===== src/rtl/img_pkg.sv =====
// Shared constants and state encoding for the image UART transmit path.
package img_pkg;

  localparam int IMG_W        = 128;
  localparam int IMG_H        = 128;
  localparam int NUM_PIXELS   = IMG_W * IMG_H;
  localparam int ADDR_W       = 14;
  localparam int CLKS_PER_BIT = 10417;  // 100 MHz / 9600 baud
  localparam int RD_LATENCY   = 2;

  typedef enum logic [2:0] {
    IDLE,
    FETCH,
    WAIT,
    START,
    DATA,
    STOP,
    DONE
  } tx_state_t;

endpackage


===== src/rtl/image_uart_tx_byte.sv =====
// Serialises one byte as 8N1, LSB first; TxD is registered so it lags the phase by one cycle.
module uart_tx_byte #(
  parameter int CLKS_PER_BIT = img_pkg::CLKS_PER_BIT
) (
  input  logic       clk,
  input  logic       reset,
  input  logic       load,
  input  logic [7:0] data,
  output logic       busy,
  output logic       bit_end,
  output logic       last_data,
  output logic       done,
  output logic       TxD
);
  import img_pkg::*;

  localparam int              CNT_W   = (CLKS_PER_BIT > 1) ? $clog2(CLKS_PER_BIT) : 1;
  localparam logic [CNT_W-1:0] CNT_MAX = CNT_W'(CLKS_PER_BIT - 1);

  tx_state_t        phase;
  logic [CNT_W-1:0] baud_cnt;
  logic [2:0]       bit_idx;
  logic [7:0]       shift;

  assign busy      = (phase != IDLE);
  assign bit_end   = busy && (baud_cnt == CNT_MAX);
  assign last_data = bit_end && (phase == DATA) && (bit_idx == 3'd7);
  assign done      = bit_end && (phase == STOP);

  always_ff @(posedge clk) begin
    if (reset) begin
      phase    <= IDLE;
      baud_cnt <= '0;
      bit_idx  <= '0;
      shift    <= '0;
      TxD      <= 1'b1;
    end else begin
      // every phase change happens on bit_end, so this also clears on entry
      baud_cnt <= bit_end ? '0 : baud_cnt + 1'b1;
      case (phase)
        IDLE: begin
          TxD      <= 1'b1;
          baud_cnt <= '0;
          if (load) begin
            shift   <= data;
            bit_idx <= '0;
            phase   <= START;
          end
        end
        START: begin
          TxD <= 1'b0;
          if (bit_end) phase <= DATA;
        end
        DATA: begin
          TxD <= shift[0];
          if (bit_end) begin
            shift   <= {1'b0, shift[7:1]};
            bit_idx <= bit_idx + 3'd1;
            if (bit_idx == 3'd7) phase <= STOP;
          end
        end
        STOP: begin
          TxD <= 1'b1;
          if (bit_end) phase <= IDLE;
        end
        default: begin
          TxD   <= 1'b1;
          phase <= IDLE;
        end
      endcase
    end
  end

endmodule


===== src/rtl/image_uart_tx.sv =====
// Reads NUM_PIXELS bytes from BRAM in address order and sends each over the UART line.
module image_uart_tx #(
  parameter int CLKS_PER_BIT = img_pkg::CLKS_PER_BIT,
  parameter int NUM_PIXELS   = img_pkg::NUM_PIXELS,
  parameter int ADDR_W       = img_pkg::ADDR_W,
  parameter int RD_LATENCY   = img_pkg::RD_LATENCY
) (
  input  logic              clk,
  input  logic              reset,
  input  logic              start,
  output logic              ena_tx,
  output logic              wea_tx,
  output logic [ADDR_W-1:0] addr_tx,
  output logic [7:0]        din_tx,
  input  logic [7:0]        dout_tx,
  output logic              TxD,
  output logic              busy,
  output logic              ImTxComplete
);
  import img_pkg::*;

  // one extra bit so NUM_PIXELS == 2**ADDR_W never wraps the counter
  localparam int            PW       = ADDR_W + 1;
  localparam logic [PW-1:0] LAST_PIX = PW'(NUM_PIXELS - 1);
  localparam logic [1:0]    LAT_LAST = 2'(RD_LATENCY - 1);

  tx_state_t     state;
  logic [PW-1:0] pix_cnt;
  logic [1:0]    lat_cnt;
  logic          byte_busy, bit_end, last_data, byte_done, load;

  assign wea_tx  = 1'b0;
  assign din_tx  = 8'h00;
  assign addr_tx = pix_cnt[ADDR_W-1:0];
  assign load    = (state == WAIT) && (lat_cnt == LAT_LAST) && !byte_busy;

  uart_tx_byte #(.CLKS_PER_BIT(CLKS_PER_BIT)) u_byte (
    .clk       (clk),
    .reset     (reset),
    .load      (load),
    .data      (dout_tx),
    .busy      (byte_busy),
    .bit_end   (bit_end),
    .last_data (last_data),
    .done      (byte_done),
    .TxD       (TxD)
  );

  always_ff @(posedge clk) begin
    if (reset) begin
      state        <= IDLE;
      pix_cnt      <= '0;
      lat_cnt      <= '0;
      ena_tx       <= 1'b0;
      busy         <= 1'b0;
      ImTxComplete <= 1'b0;
    end else begin
      case (state)
        IDLE: if (start) begin
          state   <= FETCH;
          pix_cnt <= '0;
          ena_tx  <= 1'b1;
          busy    <= 1'b1;
        end
        FETCH: begin
          ena_tx  <= 1'b0;
          lat_cnt <= '0;
          state   <= WAIT;
        end
        WAIT: begin
          if (load) state <= START;
          else if (lat_cnt != LAT_LAST) lat_cnt <= lat_cnt + 2'd1;
        end
        START: if (bit_end) state <= DATA;
        DATA:  if (last_data) state <= STOP;
        STOP: if (byte_done) begin
          if (pix_cnt == LAST_PIX) begin
            state        <= DONE;
            busy         <= 1'b0;
            ImTxComplete <= 1'b1;
          end else begin
            pix_cnt <= pix_cnt + 1'b1;
            ena_tx  <= 1'b1;
            state   <= FETCH;
          end
        end
        DONE: if (!start) begin
          state        <= IDLE;
          ImTxComplete <= 1'b0;
        end
        default: state <= IDLE;
      endcase
    end
  end

endmodule

===== config.mk =====
export PLATFORM = sky130hd
export DESIGN_NAME = image_uart_tx
export DESIGN_NICKNAME = d
export VERILOG_FILES = /design/src/rtl/img_pkg.sv /design/src/rtl/image_uart_tx_byte.sv /design/src/rtl/image_uart_tx.sv
export SDC_FILE = /design/constraint.sdc
export NUM_CORES = 1
export LEC_CHECK = 0
export CORE_ASPECT_RATIO = 1.5
export CORE_UTILIZATION = 35
export DETAILED_ROUTE_END_ITERATION = 10
export GPL_TIMING_DRIVEN = 0
export PLACE_DENSITY_LB_ADDON = 0.1
export SYNTH_ARGS = -nofsm -noshare
export SYNTH_HDL_FRONTEND = slang
export SYNTH_HIERARCHICAL = 1
export SYNTH_SLANG_ARGS = --single-unit
export TNS_END_PERCENT = 10

===== constraint.sdc =====
create_clock -name clk -period 4.82 [get_ports clk]
set_input_delay 0.964 -clock clk [delete_from_list [all_inputs] [get_ports clk]]
set_output_delay 0.964 -clock clk [all_outputs]
set_load 0.01 [all_outputs]

==> results of run 1 <==
## cells by family (layout without fill, tap and decap cells)
group | Yosys count | count (layout) | synth area share
xor+xnor | 20 | 20 | 0.06095
fa+ha+maj | 6 | 6 | 0.02612
buf+inv | 56 | 92 | 0.1114
flops | 52 | 52 | 0.3622
mux | 3 | 3 | 0.01045
other cells | 1 | 9 | 0.001305
simple gates | 143 | 143 | 0.2690
compound gates | 59 | 59 | 0.1585
## path summary, 6_finish.rpt
| kind | cells past startpoint | slack [ns] | end |
|---|---|---|---|
| worst max register to register | 10 | 1.15 | pix_cnt[12]$_SDFFE_PP0P_ |
| worst min-delay path | 1 | 0.49 | u_byte/baud_cnt[0]$_SDFF_PP0_ |
| worst max-delay path | 10 | 1.15 | pix_cnt[12]$_SDFFE_PP0P_ |
| worst min register to register | 1 | 0.49 | u_byte/baud_cnt[0]$_SDFF_PP0_ |
## sequential cells by signal, indices dropped and copies added (netlist names)
name / cells
pix_cnt: 15
u_byte/baud_cnt: 14
u_byte/shift: 8
state: 3
u_byte/bit_idx: 3
u_byte/phase: 3
lat_cnt: 2
ImTxComplete: 1
busy: 1
ena_tx: 1
u_byte/TxD: 1
## layout make-up
class	instances	area, sq um	share of cell area
inverter	15	56.30	0.01623
sequential	52	1041	0.3001
multi-input combinational	240	1543	0.4448
clock inverter	2	13.76	0.003968
clock buffer	6	138.9	0.04004
timing repair buffer	28	280.3	0.08081
buffer	41	264.0	0.07612
tap	105	131.4	0.03788
## per-stage QoR
stage / instance area, sq um / hold WS, ns / utilization
6_report: 3468 / 0.4874 / 0.4331
5_1_grt: 3468 / 0.5062 / 0.4331
4_1_cts: 3468 / 0.4909 / 0.4331
3_5_place_dp: 3316 / 0.4751 / 0.4141
3_3_place_gp: 3316 / 0.4699 / 0.4141
2_1_floorplan: 2904 / 0.4407 / -
## power breakdown
group | internal [uW] | switching, uW
registers | 448 | 14.9
logic | 123 | 161
clock network | 208 | 160
## cells in the mapped netlist, types with 2 or more instances
| cell type | number | share of area |
|---|---|---|
| nor2_1 | 47 | 0.061 |
| nor2_2 | 3 | 0.0065 |
| or4_1 | 2 | 0.0052 |
| a21oi_1 | 9 | 0.016 |
| and3_1 | 4 | 0.0087 |
| xor2_1 | 4 | 0.012 |
| nand2b_1 | 4 | 0.0087 |
| clkbuf_1 | 13 | 0.017 |
| nor3_1 | 17 | 0.030 |
| a41o_1 | 2 | 0.0070 |
| or3_1 | 7 | 0.015 |
| nor4b_1 | 2 | 0.0061 |
| o41ai_1 | 2 | 0.0061 |
| ha_1 | 6 | 0.026 |
| o211ai_1 | 5 | 0.013 |
| buf_4 | 23 | 0.060 |
| or4_4 | 2 | 0.0078 |
| nand3b_1 | 3 | 0.0078 |
| o22ai_1 | 3 | 0.0065 |
| nor4_1 | 6 | 0.013 |
| xnor2_1 | 16 | 0.049 |
| mux2i_1 | 3 | 0.010 |
| a22oi_1 | 4 | 0.010 |
| nand4bb_1 | 2 | 0.0078 |
| o221a_2 | 7 | 0.027 |
| nand4_1 | 5 | 0.011 |
| o21ai_1 | 4 | 0.0070 |
| a211oi_1 | 3 | 0.0078 |
| o21ai_0 | 6 | 0.010 |
| o21a_1 | 3 | 0.0078 |
| nor2b_1 | 3 | 0.0065 |
| nor3b_1 | 2 | 0.0052 |
| buf_6 | 3 | 0.012 |
| nand2_1 | 13 | 0.017 |
| a31oi_1 | 2 | 0.0044 |
| a311oi_1 | 2 | 0.0061 |
| nand3_1 | 12 | 0.021 |
| inv_1 | 15 | 0.020 |
| dfxtp_1 | 52 | 0.36 |
## layer usage
layer	GRT usage	vias up
met2	0.2867	33
li1	-	1268
met1	0.1616	1110
met4	0.07821	0
met3	0.02984	14
met5	0	-
## worst max-delay path: stages, from the launching register on
cell,delay [ns]
dfxtp_1,0.33
or4_1,0.58
or4_4,0.56
buf_6,0.16
nor4b_1,0.77
nand4b_1,0.26
and2_4,0.23
buf_6,0.13
nor4_2,0.31
xnor2_1,0.18
nor2_2,0.04
==> metrics, run 1 <==
status finished, final reports clean; non-filler cells, final 489; Starting Density 0.3589; most frequent cells in the layout 52 x dfxtp_1, 47 x nor2_1, 28 x clkdlybuf4s50_1, 23 x buf_4, 17 x nor3_1; Crit path required time 4.99 ns; WL per Instance 12.37 microns; RSZ-0062 raised after global routing false; die height 113.0 microns; Post-DRT Antenna Nets 0; Post-DP HPWL 4.620 mm; total track usage 0.1531; Core Footprint 0.008008 sq mm; Yosys warnings 6; met2 wire length 3.234 mm; WP data arrival 3.84 ns; pin count of the biggest net entering global routing 17; nets 400; maximum root-to-sink buffer count 2; fin crit period 3.667 ns; htree depth 2; Hold Path Class flop to flop; DR WL met3 159 microns; grt total ovfl 0; DR top layer met4; Mapped Cells 340; number of DRC markers in iteration 0 89; die area 0.008585 sq mm; synthesis-to-layout area growth 20.68%; critical path endpoint category flop; Main synth FF type dfxtp_1; Total Wirelength 6.048 mm; share of the yosys chip area belonging to registers 0.3622; CP max FO 10; Syn Std Cell Area 0.002874 sq mm; worst min-delay path startpoint u_byte/baud_cnt[0]$_SDFF_PP0_; Routability Congestion 0.7868; worst rel slew slack 0.3644; crit path launch type flop; Place WS 1.159 ns; first-pass GRT wire length 10.62 mm; part of the cycle the worst path needs 0.7607; Post-synth ARST share 0; setup violators final 0; row count 40; Slew Limit Fails 0; CTS Hold Bufs 0; Max Fclk 272.7 MHz; initial antenna violation count 0; number of synthesized flops with an enable pin 0; Design Power 1116 uW; max-cap violation count 0; syn avg cell area 8.453 sq um; placed cell count 481; TritonCTS Buffers 5; Worst Tran Pin Value 0.9402 ns; Pre-Repair DR Iteration Count 4; most common cell after layout, fill and taps aside dfxtp_1; die width 75.99 microns; # IOs 38; TNS Setup 0 ns; critical path class flop to flop; fraction of layout cells with a size suffix above 1 0.1432; Root Driver clkbuf_16; Worst Setup SP u_byte/baud_cnt[6]$_SDFF_PP0_; final hold viol count 0; number of remaining DRC errors 0; post_cts resized 0; CTS tree done; M1 WL 2.497 mm; vias per cell 4.959; port buffer count 28; Antenna Cells 0; Clock Skew 0.007380 ns; beginning of the worst register-to-register path u_byte/baud_cnt[6]$_SDFF_PP0_; pwr dens 321.7 mW/mm^2; Clk pin slew, worst setup/hold paths 0.07 ns; clock net sink count 52; Synth Register Bits 52; Skew-Pair Late Insertion Delay 0.29 ns; library cells used by synthesis 58; Post-CTS Repair Setup Buffers 0; final setup margin 1.153 ns; vias in the first global route 2266; fill count 820; routed vias 2425; worst IR drop on VDD 0.1674 mV; Lkg Pwr 0.001210 uW
Power figures use the tool's default switching activity.
==> run 2: changes to the inputs <==
- clock period: 4.82 -> 3.69 ns (I/O delays scaled with it)
==> metrics, run 2 (synthesis gave the netlist of run 1 again) <==
total track usage 0.1531; Most flops, register pix_cnt; critical path class flop to flop; max reg flops 15; vias in the first global route 2266; # IOs 38; Clk pin slew, worst setup/hold paths 0.07 ns; Pre-Repair DR Iteration Count 4; Post-DP HPWL 4.620 mm; vias per cell 4.957; largest registers pix_cnt: 15 flops, u_byte/baud_cnt: 14 flops, u_byte/shift: 8 flops; Routability Congestion 0.7868; Post-DRT Antenna Nets 0; DR top layer met4; beginning of the worst register-to-register path u_byte/baud_cnt[6]$_SDFF_PP0_; Root Driver clkbuf_16; WHS Endpoint u_byte/baud_cnt[0]$_SDFF_PP0_; Total Wirelength 6.050 mm; Antenna Cells 0; max-cap violation count 0; Worst Reg-to-Reg Cells 10; hold slack 0.4874 ns; maximum root-to-sink buffer count 2; final hold viol count 0; Crit path required time 3.86 ns; Clock Skew 0.007460 ns; setup violators final 0; CP max FO 10; clock net sink count 52; DR WL met3 159 microns; row count 40; most frequent cells in the layout 52 x dfxtp_1, 47 x nor2_1, 28 x clkdlybuf4s50_1, 23 x buf_4, 17 x nor3_1; Starting Density 0.3589; critical path endpoint category flop; part of the cycle the worst path needs 0.9012; status finished, final reports clean; Hold Path Class flop to flop; number of DRC markers in iteration 0 88; routed vias 2424; port buffer count 28; most common cell after layout, fill and taps aside dfxtp_1; number of remaining DRC errors 0; pin count of the biggest net entering global routing 17; worst hold stages 1; Worst Tran Pin Value 0.9276 ns; Post-CTS Repair Setup Buffers 0; r2r endpoint pix_cnt[12]$_SDFFE_PP0P_; Util after Layout 0.4339; RSZ-0062 raised after global routing false; Core Footprint 0.008008 sq mm; CTS tree done; pwr dens 419.5 mW/mm^2; Slew Limit Fails 0; initial antenna violation count 0; Skew-Pair Late Insertion Delay 0.29 ns; fraction of layout cells with a size suffix above 1 0.1458; met2 wire length 3.230 mm; TritonCTS Buffers 5; fill count 819; die width 75.99 microns; fin crit period 3.326 ns; synthesis-to-layout area growth 20.90%; M1 WL 2.503 mm; worst min-delay path startpoint u_byte/baud_cnt[0]$_SDFF_PP0_; grt total ovfl 0; post-route cell area 0.003475 sq mm; TNS Setup 0 ns; flop-to-flop setup slack 0.36 ns; die height 113.0 microns; worst IR drop on VDD 0.2186 mV; WP data arrival 3.50 ns; Lkg Pwr 0.001210 uW; worst rel slew slack 0.3759; nets 400; Placed Area 0.003316 sq mm; Max Fclk 300.7 MHz; WL per Instance 12.37 microns; die area 0.008585 sq mm; crit path launch type flop; first-pass GRT wire length 10.62 mm; htree depth 2
-- run 2: final cells by class --
type,count,area [sq um],area share
Inverter,15,56.30,0.01620
Clock buffer,6,138.9,0.03997
Multi-Input combinational cell,240,1549,0.4458
Sequential cell,52,1041,0.2996
Tap cell,105,131.4,0.03781
Buffer,41,264.0,0.07598
Timing Repair Buffer,28,280.3,0.08066
Clock inverter,2,13.76,0.003961
-- run 2: worst max-delay path: stages (launching register included) --
cell,delay (ns)
dfxtp_1,0.33
or4_1,0.58
or4_4,0.56
buf_6,0.16
nor4b_2,0.48
nand4b_1,0.22
and2_4,0.21
buf_6,0.13
nor4_2,0.31
xnor2_1,0.18
nor2_2,0.04
-- run 2: how the worst max path moves through the flow --
stage / slack, ns / cells past startpoint / startpoint / end
after floorplan: 0.60 / 10 / u_byte/baud_cnt[6]$_SDFF_PP0_ / pix_cnt[12]$_SDFFE_PP0P_
after global placement: 0.02 / 10 / u_byte/baud_cnt[6]$_SDFF_PP0_ / pix_cnt[12]$_SDFFE_PP0P_
after detailed placement: 0.03 / 10 / u_byte/baud_cnt[6]$_SDFF_PP0_ / pix_cnt[12]$_SDFFE_PP0P_
after CTS: 0.03 / 10 / u_byte/baud_cnt[6]$_SDFF_PP0_ / pix_cnt[12]$_SDFFE_PP0P_
after global routing: 0.19 / 9 / u_byte/baud_cnt[3]$_SDFF_PP0_ / pix_cnt[13]$_SDFFE_PP0P_
final: 0.36 / 10 / u_byte/baud_cnt[6]$_SDFF_PP0_ / pix_cnt[12]$_SDFFE_PP0P_
-- run 2: metrics by stage --
step                power (uW)  setup WS (ns)  cells
floorplan                895.0         0.6047    348
global placement         989.4        0.02446    481
detailed placement       989.9        0.02935    481
CTS                       1481        0.02686    489
global route              1552         0.1919    489
finish                    1457         0.3645    489
-- run 2: what timing repair did --
item,4_1_cts,5_1_grt
hold buffers,0,0
gates resized for setup,0,1
endpoints found under the hold margin,0,0
setup endpoints to repair,0,9
-- run 2: per-layer routing --
layer  vias up  GRT usage
met5         -          0
met4         0    0.07821
met3        14    0.02984
met2        33     0.2867
met1      1109     0.1616
li1       1268          -
-- run 2: power breakdown --
part / total, uW / leakage [uW] / switching [uW] / internal, uW
combinational: 371 / 0.000713 / 210 / 161
sequential: 605 / 0.000420 / 19.5 / 586
clock: 481 / 0.0000772 / 209 / 272
==> run 3: changes to the inputs <==
- CAP_MARGIN: unset -> 20
- HOLD_SLACK_MARGIN: unset -> 0.1
- RECOVER_POWER: unset -> 50
==> metrics, run 3 (synthesis gave the netlist of run 1 again) <==
largest registers pix_cnt: 15 flops, u_byte/baud_cnt: 14 flops, u_byte/shift: 8 flops; share of power burned in registers 0.416; total track usage 0.1531; part of the cycle the worst path needs 0.9172; WL per Instance 12.38 microns; CP max FO 10; maximum root-to-sink buffer count 2; port buffer count 28; setup violators final 0; clock net sink count 52; fin crit period 3.384 ns; die width 75.99 microns; Worst Tran Pin Value 0.9280 ns; grt total ovfl 0; switching share of total power 0.3017; Clk pin slew, worst setup/hold paths 0.07 ns; critical path class flop to flop; internal power 1015 uW; Core Footprint 0.008008 sq mm; Starting Density 0.3589; vias per cell 4.961; Hold Path Class flop to flop; area of the multi-input gates 0.001545 sq mm; synthesis-to-layout area growth 20.72%; Slew Limit Fails 0; pwr dens 419.1 mW/mm^2; Antenna Cells 0; number of remaining DRC errors 0; TNS Setup 0 ns; critical path endpoint category flop; Net Switching 438.6 uW; Worst Reg-to-Reg Cells 10; WP data arrival 3.56 ns; pin count of the biggest net entering global routing 17; initial antenna violation count 0; clock network fraction of total power 0.331; CP max stage cell or4_1; Most flops, register pix_cnt; Gate power share 0.253; nets 400; CP top delay family simple AND/OR/NAND/NOR gates; final hold viol count 0; Critical Path Stages 10; CTS Hold Bufs 0; crit path launch type flop; TritonCTS Buffers 5; CP Buf/Inv Count 2; number of DRC markers in iteration 0 82; RSZ-0062 raised after global routing false; slowest stage delay, CP 0.60 ns; Max Fclk 295.5 MHz; Total Wirelength 6.052 mm; worst hold stages 1; CTS tree done; most common cell after layout, fill and taps aside dfxtp_1; crit-path cells or4_1, or4_1, buf_6, nor4b_2, nand4b_1, and2_4, buf_6, nor4_2, xnor2_1, nor2_2; max-cap violation count 0; Lkg Pwr 0.001262 uW; Clock Skew 0.006821 ns; Skew-Pair Late Insertion Delay 0.29 ns; worst rel slew slack 0.3756; max reg flops 15; htree depth 2; status finished, final reports clean; die height 113.0 microns; Root Driver clkbuf_16; vias in the first global route 2266; # IOs 38; area occupied by registers 0.001041 sq mm; Post-CTS Repair Setup Buffers 0; worst IR drop on VDD 0.2186 mV; row count 40; Pre-Repair DR Iteration Count 4; fraction of layout cells with a size suffix above 1 0.1406; Post-DRT Antenna Nets 0; most frequent cells in the layout 52 x dfxtp_1, 47 x nor2_1, 23 x buf_4, 19 x dlygate4sd3_1, 17 x nor3_1; fill count 820; Routability Congestion 0.7868; first-pass GRT wire length 10.62 mm; Crit path required time 3.86 ns; die area 0.008585 sq mm; routed vias 2426; Design Power 1454 uW; Post-DP HPWL 4.620 mm
-- run 3: cell count changes in the layout (fill, tap and decap cells not counted), sizes merged --
cell and change:
buf -2, clkdlybuf4s50 -19, dlygate4sd3 +19, clkbuf +2
-- run 3: final cells by class --
type,instances,share of cell area
Buffer,41,0.07573
Clock buffer,6,0.04003
Clock inverter,2,0.003967
Inverter,15,0.01623
Multi-Input combinational cell,240,0.4454
Sequential cell,52,0.3000
Tap cell,105,0.03787
Timing Repair Buffer,28,0.08078
-- run 3: power by group through the flow --
stage / registers, uW / clock network, uW / logic, uW
after floorplan: 618 / 0 / 277
after global placement: 618 / 0 / 371
after detailed placement: 618 / 0 / 372
after CTS: 606 / 504 / 372
after global routing: 610 / 523 / 415
final: 605 / 481 / 368
-- run 3: path summary, 6_finish.rpt --
kind                                      start                             to  slack (ns)
setup / recovery  u_byte/baud_cnt[6]$_SDFF_PP0_       pix_cnt[12]$_SDFFE_PP0P_        0.31
setup reg to reg  u_byte/baud_cnt[6]$_SDFF_PP0_       pix_cnt[12]$_SDFFE_PP0P_        0.31
hold / removal    u_byte/baud_cnt[0]$_SDFF_PP0_  u_byte/baud_cnt[0]$_SDFF_PP0_        0.49
hold reg to reg   u_byte/baud_cnt[0]$_SDFF_PP0_  u_byte/baud_cnt[0]$_SDFF_PP0_        0.49
-- run 3: what timing repair did --
item,4_1_cts,5_1_grt
endpoints found under the hold margin,0,0
gates resized for setup,0,1
endpoints found under the setup margin,0,9
-- run 3: through the flow --
stage	worst slack, ns	cells	utilization	hold WS (ns)	area, sq um
floorplan	0.6047	348	-	0.4407	2904
global placement	0.02446	481	0.4141	0.4699	3316
detailed placement	0.02935	481	0.4141	0.4751	3316
CTS	0.02686	489	0.4331	0.4909	3468
global route	0.1346	489	0.4333	0.5062	3470
finish	0.3056	489	0.4333	0.4870	3470
-- run 3: layer usage --
metal,vias to the layer above,GRT usage,share of wire
met5,-,0,0
met4,0,0.07821,0.026
met1,1112,0.1616,0.41
met3,14,0.02984,0.026
li1,1267,-,-
met2,33,0.2867,0.53
-- run 3: worst reg2reg max path: cells and delay by family (launching register included) --
kind          cells  cell delay, ns
xor+xnor          1            0.18
buf+inv           2            0.31
flops             1            0.33
simple gates      7            2.44
